<file path="src/rtl/ip_codma_task_sequencer.sv">
// CoDMA control-side initiator: queues task/status pointer pairs and
// launches them one at a time, tracking completion, timeout and abort.
module ip_codma_task_sequencer #(
  parameter int QUEUE_DEPTH   = 4,
  parameter int START_TIMEOUT = 64,
  parameter int CNT_WIDTH     = 16
) (
  input  logic                           clk_i,
  input  logic                           reset_i,
  input  logic                           enable_i,
  input  logic                           push_i,
  input  logic [31:0]                    push_task_ptr_i,
  input  logic [31:0]                    push_status_ptr_i,
  output logic                           full_o,
  output logic [$clog2(QUEUE_DEPTH):0]   level_o,
  input  logic                           abort_i,
  output logic                           start_o,
  output logic                           stop_o,
  output logic [31:0]                    task_pointer_o,
  output logic [31:0]                    status_pointer_o,
  input  logic                           busy_i,
  input  logic                           irq_i,
  output logic                           idle_o,
  output logic                           done_o,
  output logic                           irq_seen_o,
  output logic [CNT_WIDTH-1:0]           done_count_o,
  output logic                           timeout_o,
  output logic                           aborted_o
);

  localparam int AW = $clog2(QUEUE_DEPTH);
  localparam int LW = AW + 1;
  localparam int TW = $clog2(START_TIMEOUT + 1);

  typedef enum logic [1:0] {
    IDLE,
    LAUNCH,
    RUN,
    ABORT
  } state_t;

  state_t state, state_nxt;

  logic [31:0]    mem_task [QUEUE_DEPTH];
  logic [31:0]    mem_stat [QUEUE_DEPTH];
  logic [AW-1:0]  wr_ptr, rd_ptr;
  logic [LW-1:0]  cnt;
  logic [TW-1:0]  tcnt;
  logic           irq_flag;
  logic           start_q, stop_q;
  logic           done_q, irq_seen_q, timeout_q, aborted_q;
  logic [CNT_WIDTH-1:0] done_cnt;
  logic [31:0]    task_q, stat_q;

  logic empty, full;
  logic launch, flush, push_ok;
  logic tmo_hit;
  logic done_nxt, timeout_nxt;

  assign empty   = (cnt == '0);
  assign full    = (cnt == LW'(QUEUE_DEPTH));
  assign tmo_hit = (tcnt == TW'(START_TIMEOUT - 1));

  assign launch  = (state == IDLE) && enable_i && !empty && !abort_i;
  // Flush happens on an idle abort or once CoDMA has gone quiet after stop
  assign flush   = ((state == IDLE) && abort_i) ||
                   ((state == ABORT) && !busy_i);
  assign push_ok = push_i && !full && !flush;

  always_comb begin
    state_nxt   = state;
    done_nxt    = 1'b0;
    timeout_nxt = 1'b0;
    unique case (state)
      IDLE: begin
        if (launch) state_nxt = LAUNCH;
      end
      LAUNCH: begin
        if (abort_i) begin
          state_nxt = ABORT;
        end else if (busy_i) begin
          state_nxt = RUN;
        end else if (tmo_hit) begin
          state_nxt   = IDLE;
          timeout_nxt = 1'b1;
        end
      end
      RUN: begin
        if (abort_i) begin
          state_nxt = ABORT;
        end else if (!busy_i) begin
          state_nxt = IDLE;
          done_nxt  = 1'b1;
        end
      end
      ABORT: begin
        if (!busy_i) state_nxt = IDLE;
      end
      default: state_nxt = IDLE;
    endcase
  end

  always_ff @(posedge clk_i or posedge reset_i) begin
    if (reset_i) begin
      state      <= IDLE;
      start_q    <= 1'b0;
      stop_q     <= 1'b0;
      tcnt       <= '0;
      irq_flag   <= 1'b0;
      done_q     <= 1'b0;
      irq_seen_q <= 1'b0;
      timeout_q  <= 1'b0;
      aborted_q  <= 1'b0;
      done_cnt   <= '0;
    end else begin
      state      <= state_nxt;
      start_q    <= (state_nxt == LAUNCH);
      stop_q     <= (state_nxt == ABORT);
      tcnt       <= (state == LAUNCH) ? tcnt + TW'(1) : '0;
      done_q     <= done_nxt;
      irq_seen_q <= done_nxt && (irq_flag || irq_i);
      timeout_q  <= timeout_nxt;
      aborted_q  <= flush;
      if (done_nxt) done_cnt <= done_cnt + CNT_WIDTH'(1);
      if ((state == RUN) && (state_nxt == RUN)) begin
        if (irq_i) irq_flag <= 1'b1;
      end else begin
        irq_flag <= 1'b0;
      end
    end
  end

  always_ff @(posedge clk_i) begin
    if (push_ok) begin
      mem_task[wr_ptr] <= push_task_ptr_i;
      mem_stat[wr_ptr] <= push_status_ptr_i;
    end
  end

  always_ff @(posedge clk_i or posedge reset_i) begin
    if (reset_i) begin
      wr_ptr <= '0;
      rd_ptr <= '0;
      cnt    <= '0;
    end else if (flush) begin
      wr_ptr <= '0;
      rd_ptr <= '0;
      cnt    <= '0;
    end else begin
      if (push_ok) wr_ptr <= wr_ptr + AW'(1);
      if (launch)  rd_ptr <= rd_ptr + AW'(1);
      unique case ({push_ok, launch})
        2'b10:   cnt <= cnt + LW'(1);
        2'b01:   cnt <= cnt - LW'(1);
        default: cnt <= cnt;
      endcase
    end
  end

  // Pointers are captured at pop and held until the next launch
  always_ff @(posedge clk_i or posedge reset_i) begin
    if (reset_i) begin
      task_q <= '0;
      stat_q <= '0;
    end else if (launch) begin
      task_q <= mem_task[rd_ptr];
      stat_q <= mem_stat[rd_ptr];
    end
  end

  assign full_o           = full;
  assign level_o          = cnt;
  assign start_o          = start_q;
  assign stop_o           = stop_q;
  assign task_pointer_o   = task_q;
  assign status_pointer_o = stat_q;
  assign idle_o           = (state == IDLE) && empty;
  assign done_o           = done_q;
  assign irq_seen_o       = irq_seen_q;
  assign done_count_o     = done_cnt;
  assign timeout_o        = timeout_q;
  assign aborted_o        = aborted_q;

endmodule

</file>
<file path="config.mk">
export PLATFORM = sky130hd
export DESIGN_NAME = ip_codma_task_sequencer
export DESIGN_NICKNAME = d
export VERILOG_FILES = /design/src/rtl/ip_codma_task_sequencer.sv
export SDC_FILE = /design/constraint.sdc
export NUM_CORES = 1
export LEC_CHECK = 0
export ABC_CLOCK_PERIOD_IN_PS = 4200
export BUFFER_PORTS_ARGS = -buffer_cell sky130_fd_sc_hd__buf_2
export CAP_MARGIN = 20
export CELL_PAD_IN_SITES_DETAIL_PLACEMENT = 2
export CELL_PAD_IN_SITES_GLOBAL_PLACEMENT = 2
export CORE_ASPECT_RATIO = 2
export CORE_MARGIN = 1
export CORE_UTILIZATION = 44
export DETAILED_ROUTE_END_ITERATION = 10
export PLACE_DENSITY = 0.83
export SLEW_MARGIN = 5
export SYNTH_ARGS = -nofsm -noshare
export SYNTH_HDL_FRONTEND = slang
export SYNTH_SLANG_ARGS = --single-unit
</file>
<file path="constraint.sdc">
create_clock -name clk_i -period 4.2 [get_ports clk_i]
set_clock_uncertainty 0.2 [all_clocks]
set_input_delay 0.21 -clock clk_i [delete_from_list [all_inputs] [get_ports clk_i]]
set_output_delay 0.21 -clock clk_i [all_outputs]
set_load 0.005 [all_outputs]
</file>
==> results of run 1 <==
## registers in the layout, summed over array words and instances, names as in the netlist, 3 cells and up
register	cells
mem_stat	128
status_pointer_o	32
done_count_o	16
tcnt	7
task_pointer_o	32
mem_task	128
level_o	3
## worst max-delay path, stage by stage, from the launching register on
cell and delay [ns]:
dfrtp_1 0.52, nor2_1 0.11, o2bb2ai_1 0.32, nor3_1 0.52
and2_4 0.92
## final cells by class
| type | instances | area [um^2] | share of cell area (%) |
|---|---|---|---|
| clock buffer | 38 | 822.0 | 5.039 |
| clock inverter | 19 | 155.1 | 0.9511 |
| inverter | 11 | 43.79 | 0.2685 |
| multi-input combinational | 254 | 2997 | 18.37 |
| sequential | 359 | 10270 | 62.97 |
| tap | 368 | 460.4 | 2.823 |
| timing repair buffer | 235 | 1562 | 9.573 |
## kinds of logic after synthesis
| kind of cell | count (synthesis) |
|---|---|
| AO/OA/AOI/OAI | 17 |
| XOR/XNOR | 22 |
| adder cells (fa/ha/maj) | 7 |
| buffers and inverters | 37 |
| flip-flops | 359 |
| multiplexers | 129 |
| AND/OR/NAND/NOR | 79 |
## worst min path at each step
stage,to,slack [ns],from
final,done_count_o[15]$_DFFE_PP0P_,0.06,reset_i
after global routing,done_count_o[15]$_DFFE_PP0P_,0.11,reset_i
after CTS,done_count_o[15]$_DFFE_PP0P_,0.06,reset_i
after detailed placement,done_count_o[15]$_DFFE_PP0P_,0.12,reset_i
after global placement,done_count_o[15]$_DFFE_PP0P_,0.11,reset_i
after floorplan,timeout_o$_DFF_PP0_,0.08,busy_i
## timing repair
| action | CTS | global route |
|---|---|---|
| resized for setup | 0 | 0 |
| endpoints found under the hold margin | 304 | 0 |
| hold buffers | 70 | 0 |
## metal layers
metal,up-vias,routed length (um)
met3,46,1031
met2,161,18110
met4,0,1077
met5,-,0
met1,3638,11850
li1,3036,-
## placed cells by master, fill, tap and decap left out, types with 2 or more instances in the layout
cell type / Yosys / final
o21ai_0: 3 / 3
or4b_1: 2 / 2
clkinvlp_4: 0 / 4
dlygate4sd3_1: 0 / 70
clkbuf_16: 0 / 31
edfxtp_1: 256 / 256
dfrtp_4: 0 / 2
nor3b_1: 2 / 2
xnor2_1: 17 / 17
buf_4: 3 / 2
bufinv_16: 0 / 2
clkbuf_8: 0 / 2
nor2_1: 21 / 20
mux4_2: 64 / 64
ha_1: 6 / 6
xor2_1: 5 / 5
buf_2: 7 / 161
nand4_1: 7 / 7
clkbuf_1: 7 / 5
a211o_1: 2 / 2
nand2_1: 16 / 16
buf_12: 0 / 2
nand3_1: 10 / 10
mux2_2: 64 / 64
inv_1: 11 / 10
and2_4: 0 / 4
a21oi_1: 5 / 5
dfrtp_1: 103 / 101
nor4_1: 5 / 5
clkinv_2: 0 / 13
or3_1: 4 / 4
nor3_1: 3 / 3
## power by group
group | switching, mW | leakage [nW] | internal, mW
clock network | 1.27 | 0.482 | 1.52
logic | 1.00 | 1.91 | 1.03
registers | 0.519 | 3.63 | 4.67
==> flow_metrics.tcl, run 1 <==
set metrics [dict create \
    status "complete, but fails checks" \
    violations "design-rule violations" \
    synth-compound-area-share_pct 0.8574 \
    grt_pass1_vias 8018 \
    antenna_found_initial 0 \
    dieArea_mm2 0.03126 \
    diodes 0 \
    power_leakage_nw 6.021 \
    grt_max_degree 68 \
    r2r-end "mem_stat[3][9]$_DFFE_PP_" \
    postLayoutCellArea_mm2 0.01631 \
    cts_buffers 31 \
    ys_seq_area_share_pct 76.46 \
    overflow 0 \
    dpl_worst_slack_ns 1.145 \
    fin_hold_ws_ns 0.05771 \
    power.total_mw 10.00 \
    worstHoldPathType "input pin to async pin" \
    ant_nets 0 \
    hold_viol 0 \
    dr.pass1.iters 8 \
    timing.rr.start "state[1]$_DFF_PP0_" \
    fp-row-count 90 \
    max-cap-violations 0 \
    grtUsageMet1_pct 24.43 \
    grtUsageTotal_pct 21.47 \
    synth_cell_type_count 40 \
    crit_arrival_ns 3.00 \
    synthArstFlopShare_pct 28.69 \
    gp_congestion 0.7226 \
    synth_edf_count 256 \
    fill_cells 2583 \
    portBuffers 161 \
    synthMostInstantiatedCell "edfxtp_1" \
    p_per_area_mw_per_mm2 613.3 \
    setup_viol 0 \
    clock_latency_ns 0.56 \
    required_ns 4.18 \
    final-max-slew-violation-count 0 \
    path_max_fanout 64 \
    syn_area_mm2 0.01343 \
    synth_top_family_by_area "multiplexers" \
    die_w_um 125.5 \
    vias 6881 \
    regToRegSetupSlack_ns 1.18 \
    fin_util_pct 54.25 \
    initial_core_util_pct 44.65 \
    vias_per_cell 5.359 \
    rsz0062_at_grt "no" \
    drc 9 \
    ir_drop_uv 450.1 \
    cts_sinks 359 \
    clk_path_buf_depth 3 \
    placed_cell_area_mm2 0.01463 \
    synth_xor_area_share_pct 1.435 \
    period_minus_slack_ns 3.020 \
    cp-endpoint "mem_stat[3][9]$_DFFE_PP_" \
    synth_adder_area_share_pct 0.7083 \
    place_hpwl_um 19300 \
    drive_above_1_share_pct 38.97 \
    finalCritPeriodShare_pct 71.91 \
    routedWlPerCell_um 24.98 \
    ys.flop_type "edfxtp_1" \
    critPathLaunchType "flip-flop" \
    synth_top_area_cell "edfxtp_1" \
    synth.top_cell.area_share_pct 57.26 \
    stdcell_count 1284 \
    finalSetupTns_ns 0 \
    drt_iter0_drc 297 \
    use_met3_pct 2.577 \
    synth_nets 728 \
    post-cts-setup-buffers 0 \
    nNetsFinal 970 \
    netlist_top_cells_count "edfxtp_1, dfrtp_1, mux2_2, mux4_2, nor2_1" \
    synth.avg_cell_area_um2 20.65 \
    slew_headroom_pct 30.41 \
    critical_path.startpoint "state[1]$_DFF_PP0_" \
    synthMuxAreaShare_pct 16.18 \
    grt_pass1_wl_um 49370 \
    clk_pin_slew_ns 0.07 \
    critPathCaptureType "flip-flop" \
    criticalPathCategory "flip-flop to flip-flop" \
    post-place-cells 1157 \
    ys_warn_count 0 \
    area_growth_pct 21.50 \
    routed_wl_um 32070 \
    fin_ws_ns 1.180 \
    htree_levels 1 \
    io_pins 162 \
    top_usage_layer "met2" \
    synthCells 650 \
    synth.area.top_cells "edfxtp_1, dfrtp_1, mux4_2" \
    core_area_mm2 0.03007 \
    cts_tree "yes" \
    tightest_slew_ns 1.044 \
    die_h_um 249.0 \
    reg2reg_depth 4 \
    met2_usage_pct 40.32 \
    maxClockFrequency_mhz 331.1 \
    synthSimpleGateAreaFrac_pct 3.010 \
    ys_ff_latch 359 \
    cts_root_buf "clkbuf_16" \
]
Note: power is estimated with default switching activity, not from simulation.
==> inputs of run 2 (changes only) <==
ABC_AREA = 1   (was unset)
ABC_CLOCK_PERIOD_IN_PS = 2900   (was 4200)
CORE_UTILIZATION = 39   (was 44)
PLACE_DENSITY = 0.82   (was 0.83)
clock period = 2.9 ns   (was 4.2 ns; I/O delays follow)
==> run 2 against run 1 <==
Effect of this change:
- the flow now finishes without violations
- worst setup slack got worse by 0.59 ns
- count of clock-buffer cells in the layout rose by 4
- hold slack better by 0.057 ns
- design area grew 4.6%
- non-clock buffer count grew 21
- synthesized cell count up 72%
- sequential cell count did not move
- critical path depth grew 7
- global-route usage up 2.7 points
- power is 58% higher
- first-iteration DRC count rose by 50%
- largest cell class unchanged
==> flow_metrics.tcl, run 2 <==
set metrics [dict create \
    synth_top_area_cell "edfxtp_1" \
    placed_cell_area_mm2 0.01518 \
    crit_arrival_ns 2.53 \
    ys_warn_count 0 \
    criticalPathCategory "flip-flop to flip-flop" \
    synth_nets 1199 \
    worstPathCellList "nand3_1, nand2_2, nor2_2, nor2_1, fa_1, xnor2_1, inv_1, nand2_1, nand2_1, nand2_1, nand2_1" \
    tightest_slew_ns 0.8317 \
    die_w_um 135.0 \
    setup_viol 0 \
    ys_ff_latch 359 \
    synthMostInstantiatedCell "edfxtp_1" \
    cts_resized 0 \
    fill_cells 3455 \
    hold_viol 0 \
    initial_core_util_pct 39.50 \
    power.total_mw 15.85 \
    worstHoldPathType "input pin to async pin" \
    routed_wl_um 42040 \
    ys.flop_type "edfxtp_1" \
    crit_slowest_cell "dfrtp_1" \
    dr.pass1.iters 4 \
    reg_top3 "mem_stat (128), mem_task (128)" \
    required_ns 3.12 \
    post-cts-setup-buffers 0 \
    seqCellArea_mm2 0.01027 \
    p_per_area_mw_per_mm2 928.7 \
    fin_hold_ws_ns 0.1149 \
    ant_nets 0 \
    fp-row-count 97 \
    final-max-slew-violation-count 0 \
    synthArstFlopShare_pct 28.69 \
    drive_above_1_share_pct 19.18 \
    dpl_worst_slack_ns 0.5991 \
    routedWlPerCell_um 23.00 \
    slew_headroom_pct 44.44 \
    rsz0062_at_grt "no" \
    final_common_cell "edfxtp_1" \
    period_minus_slack_ns 2.312 \
    netlist_top_cells_count "edfxtp_1, nand2_1, nor2_1, o21ai_0, dfrtp_1" \
    htree_levels 2 \
    ir_drop_uv 547.9 \
    cts_sinks 359 \
    mostFrequentLayoutCells "edfxtp_1, nand2_1, buf_2, nor2_1, o21ai_0" \
    critPathLaunchType "flip-flop" \
    multiInputGateArea_mm2 0.003137 \
    status "complete, no violations" \
    finalCritPeriodShare_pct 79.74 \
    reg2reg_depth 11 \
    clock_latency_ns 0.53 \
    synthCells 1121 \
    gp_congestion 0.8037 \
    max-cap-violations 0 \
    cp_common_cell "nand2_1" \
    grt_pass1_vias 11250 \
    portBuffers 161 \
    antenna_found_initial 1 \
    cts_root_buf "clkbuf_16" \
    vias 9697 \
    maxClockFrequency_mhz 432.4 \
    clk_path_buf_depth 3 \
    grtUsageTotal_pct 24.17 \
    synth.area.top_cells "edfxtp_1, dfrtp_1, nand2_1" \
    overflow 0 \
    fin_ws_ns 0.5876 \
    die_h_um 268.1 \
    path_max_fanout 6 \
    power_leakage_nw 6.960 \
    grt_max_degree 131 \
    area_growth_pct 23.61 \
    cp_slowest_stage_delay_ns 0.45 \
    dieArea_mm2 0.03620 \
    cts_buffers 34 \
    nNetsFinal 1435 \
    place_hpwl_um 25120 \
    drt_iter0_drc 446 \
    synth.top_cell.area_share_pct 55.68 \
    syn_area_mm2 0.01381 \
    cts_tree "yes" \
    synth.avg_cell_area_um2 12.32 \
    vias_per_cell 5.305 \
    io_pins 162 \
    grt_pass1_wl_um 64970 \
    synth_edf_count 256 \
    postLayoutCellArea_mm2 0.01707 \
    drc 0 \
    clk_pin_slew_ns 0.07 \
    core_area_mm2 0.03495 \
    synth_cell_type_count 32 \
    critPathCaptureType "flip-flop" \
    ys_seq_area_share_pct 74.35 \
]
-- run 2: changes by cell type after synthesis, moves of 22 or more --
cell	before	now
mux2_2	64	0
inv_1	11	37
clkbuf_1	7	29
nor2_1	21	162
o21ai_0	3	107
o21ai_1	0	32
nand2_1	16	237
mux4_2	64	0
o22ai_1	0	64
-- run 2: cell type report --
cell class / count / area share [%]
Antenna cell: 1 / 0.01466
Clock buffer: 42 / 5.404
Clock inverter: 19 / 1.422
Inverter: 41 / 0.9385
Multi-Input combinational cell: 665 / 18.38
Sequential cell: 359 / 60.18
Tap cell: 445 / 3.263
Timing Repair Buffer: 256 / 10.40
-- run 2: kinds of logic (layout without fill, tap and decap cells) --
family,count (synthesis),count (layout),synth area share (%)
compound gates,212,212,8.311
xor+xnor,14,14,0.8882
fa+ha+maj,7,7,0.6888
buf+inv,97,358,3.199
flops,359,359,74.35
other cells,0,1,0
simple gates,432,432,12.56
-- run 2: critical path, delay by kind of cell, from the launching register on --
| family | cells | cell delay [ns] |
|---|---|---|
| xor gates and xnor gates | 1 | 0.23 |
| adders and majority gates | 1 | 0.40 |
| DFF | 1 | 0.45 |
| and+or+nand+nor | 8 | 0.86 |
| buffers and inverters | 1 | 0.07 |
-- run 2: final timing paths --
| path | slack (ns) | startpoint | endpoint |
|---|---|---|---|
| setup / recovery | 0.59 | state[1]$_DFF_PP0_ | level_o[2]$_DFFE_PP0P_ |
| setup reg to reg | 0.59 | state[1]$_DFF_PP0_ | level_o[2]$_DFFE_PP0P_ |
| hold / removal | 0.11 | reset_i | task_pointer_o[25]$_DFFE_PP0P_ |
| min in group clk_i | 0.17 | push_task_ptr_i[23] | mem_task[0][23]$_DFFE_PP_ |
| hold reg to reg | 0.27 | status_pointer_o[20]$_DFFE_PP0P_ | status_pointer_o[20]$_DFFE_PP0P_ |
| max in group asynchronous | 1.66 | reset_i | task_pointer_o[31]$_DFFE_PP0P_ |
-- run 2: report_power, final --
part | leakage [nW] | internal (mW) | switching (mW)
clock | 0.565 | 2.74 | 1.99
sequential | 3.66 | 6.65 | 0.596
combinational | 2.74 | 1.28 | 2.59
-- run 2: timing repair --
| item | 4_1_cts | 5_1_grt |
|---|---|---|
| hold buffers | 72 | 0 |
| endpoints found under the hold margin | 305 | 0 |
| setup endpoints to repair | 0 | 0 |
-- run 2: metal layers --
metal / vias up / global-route usage, % / routed length (um)
li1: 4359 / - / -
met1: 4995 / 25.22 / 15120
met2: 246 / 46.75 / 23620
met3: 97 / 3.245 / 1554
met4: 0 / 11.36 / 1743
met5: - / 0 / 0
-- run 2: through the flow --
stage / util [%] / TNS [ns] / cells
floorplan: - / -53.76 / 1121
global placement: 43.42 / 0 / 1694
detailed placement: 43.42 / 0 / 1694
CTS: 48.82 / 0 / 1827
global route: 48.82 / 0 / 1828
finish: 48.82 / 0 / 1828
==> inputs of run 3 (changes only) <==
ABC_CLOCK_PERIOD_IN_PS = 2050   (was 2900)
CORE_UTILIZATION = 36   (was 39)
PLACE_DENSITY = 0.8   (was 0.82)
clock period = 2.05 ns   (was 2.9 ns; I/O delays follow)
==> run 3 against run 2 <==
Effect of this change:
- hold slack worse by 0.048 ns
- die area increased by 8.2%
- critical path depth down 3
- count of clock-buffer cells in the layout up 5
- design area increased by 2.5%
- sequential cell count is the same
- routed wire length rose by 5.3%
- non-clock buffer count grew 27
- via count grew 1.3%
- final cell count grew 2.5%
- critical endpoint is now mem_task[0][5]$_DFFE_PP_
==> flow_metrics.tcl, run 3 (synthesized netlist as in run 2, its figures left out) <==
set metrics [dict create \
    initial_core_util_pct 36.42 \
    antenna_found_initial 1 \
    power_leakage_nw 7.135 \
    grt_max_degree 68 \
    htree_levels 2 \
    clock_latency_ns 0.54 \
    dieArea_mm2 0.03918 \
    portBuffers 161 \
    finalCritPeriodShare_pct 97.73 \
    area_growth_pct 26.73 \
    status "complete, no violations" \
    clk_pin_slew_ns 0.06 \
    maxClockFrequency_mhz 499.1 \
    die_w_um 140.5 \
    critPathLaunchType "flip-flop" \
    p_per_area_mw_per_mm2 1289 \
    reg_top3 "mem_stat (128), mem_task (128)" \
    setup_viol 0 \
    required_ns 2.08 \
    routedWlPerCell_um 23.61 \
    fin_util_pct 46.15 \
    critPathCaptureType "flip-flop" \
    finalSetupTns_ns 0 \
    grt_pass1_vias 11200 \
    grtUsageTotal_pct 22.44 \
    max-cap-violations 0 \
    slew_headroom_pct 73.84 \
    routed_wl_um 44250 \
    final_common_cell "edfxtp_1" \
    vias 9825 \
    hold_viol 0 \
    cts_buffers 34 \
    period_minus_slack_ns 2.004 \
    worstHoldPathType "input pin to flip-flop" \
    cts_sinks 359 \
    vias_per_cell 5.243 \
    ant_nets 0 \
    ir_drop_uv 708.0 \
    drive_above_1_share_pct 21.35 \
    cts_root_buf "clkbuf_16" \
    place_hpwl_um 26650 \
    clk_path_buf_depth 3 \
    grt_pass1_wl_um 65490 \
    crit_arrival_ns 2.03 \
    dr.pass1.iters 4 \
    mostFrequentLayoutCells "edfxtp_1, nand2_1, buf_2, nor2_1, o21ai_0" \
    fill_cells 3803 \
    final-max-slew-violation-count 0 \
    fp-row-count 101 \
    die_h_um 278.9 \
    criticalPathCategory "flip-flop to flip-flop" \
    core_area_mm2 0.03791 \
    overflow 0 \
    drc 0 \
    gp_congestion 0.7478 \
    io_pins 162 \
    tightest_slew_ns 0.3924 \
    cts_tree "yes" \
    drt_iter0_drc 418 \
    path_max_fanout 17 \
    nNetsFinal 1462 \
]
==> run 3: metal layers <==
metal  wire (um)  vias to the layer above  share of wire, %  GRT usage (%)
met5           0                        -                 0              0
met1       16730                     5119                38          23.91
met3        1192                       77               2.7          2.658
met4        1459                        0               3.3          9.615
met2       24880                      218                56          43.72
li1            -                     4411                 -              -
==> run 3: worst max-delay path: stages, from the launching register on <==
cell,delay (ns)
dfrtp_2,0.45
nand3_2,0.10
nand2_2,0.07
buf_4,0.16
inv_4,0.10
nand2_8,0.10
nor2_4,0.18
buf_4,0.15
buf_12,0.18
==> run 3: area by class of cell <==
| cell class | count | area, um^2 | share of cell area [%] |
|---|---|---|---|
| inverters | 41 | 165.2 | 0.9440 |
| clock buffers | 47 | 939.7 | 5.371 |
| clock inverters | 15 | 98.84 | 0.5650 |
| repair buffers | 283 | 2255 | 12.89 |
| diodes | 1 | 2.502 | 0.01430 |
| flip-flops and latches | 359 | 10270 | 58.71 |
| well taps | 463 | 579.3 | 3.311 |
| multi-input cells | 665 | 3183 | 18.19 |
==> run 3: final timing paths <==
path                                                    end                            start  slack (ns)  cells past startpoint
setup / recovery                   mem_task[0][5]$_DFFE_PP_               state[0]$_DFF_PP0_        0.05                      8
hold / removal             status_pointer_o[16]$_DFFE_PP0P_                         enable_i        0.07                      7
setup reg to reg                   mem_task[0][5]$_DFFE_PP_               state[0]$_DFF_PP0_        0.05                      8
hold reg to reg             status_pointer_o[5]$_DFFE_PP0P_  status_pointer_o[5]$_DFFE_PP0P_        0.28                      2
max in group asynchronous                state[1]$_DFF_PP0_                          reset_i        0.52                      5
min in group asynchronous      done_count_o[13]$_DFFE_PP0P_                          reset_i        0.47                      4
==> run 3: repair_timing <==
action                                 CTS  global route
gates cloned                             0             4
endpoints found under the hold margin  378             0
setup endpoints to repair               52           272
gates resized for setup                  1            18
pin swaps                                1             3
hold buffers                            72             0
setup buffers                            2             3
==> run 3: report_power, final <==
part	leakage, nW	internal, mW	switching, mW	total [mW]
clock	0.517	3.25	2.81	6.06
combinational	2.96	2.29	4.01	6.30
sequential	3.65	9.41	0.783	10.2
==> run 3: per-stage QoR <==
step | hold WS, ns | instance area [um^2] | worst slack (ns) | power, mW | instances
2_1_floorplan | 0.001369 | 13840 | -0.3493 | 13.22 | 1121
3_3_place_gp | -0.09532 | 15540 | 0.03031 | 15.66 | 1731
3_5_place_dp | -0.09964 | 15540 | -0.02032 | 16.11 | 1731
4_1_cts | 0.05143 | 17320 | 0.002020 | 22.38 | 1867
5_1_grt | 0.1203 | 17500 | -0.02512 | 23.57 | 1874
6_report | 0.06727 | 17500 | 0.04647 | 22.56 | 1874
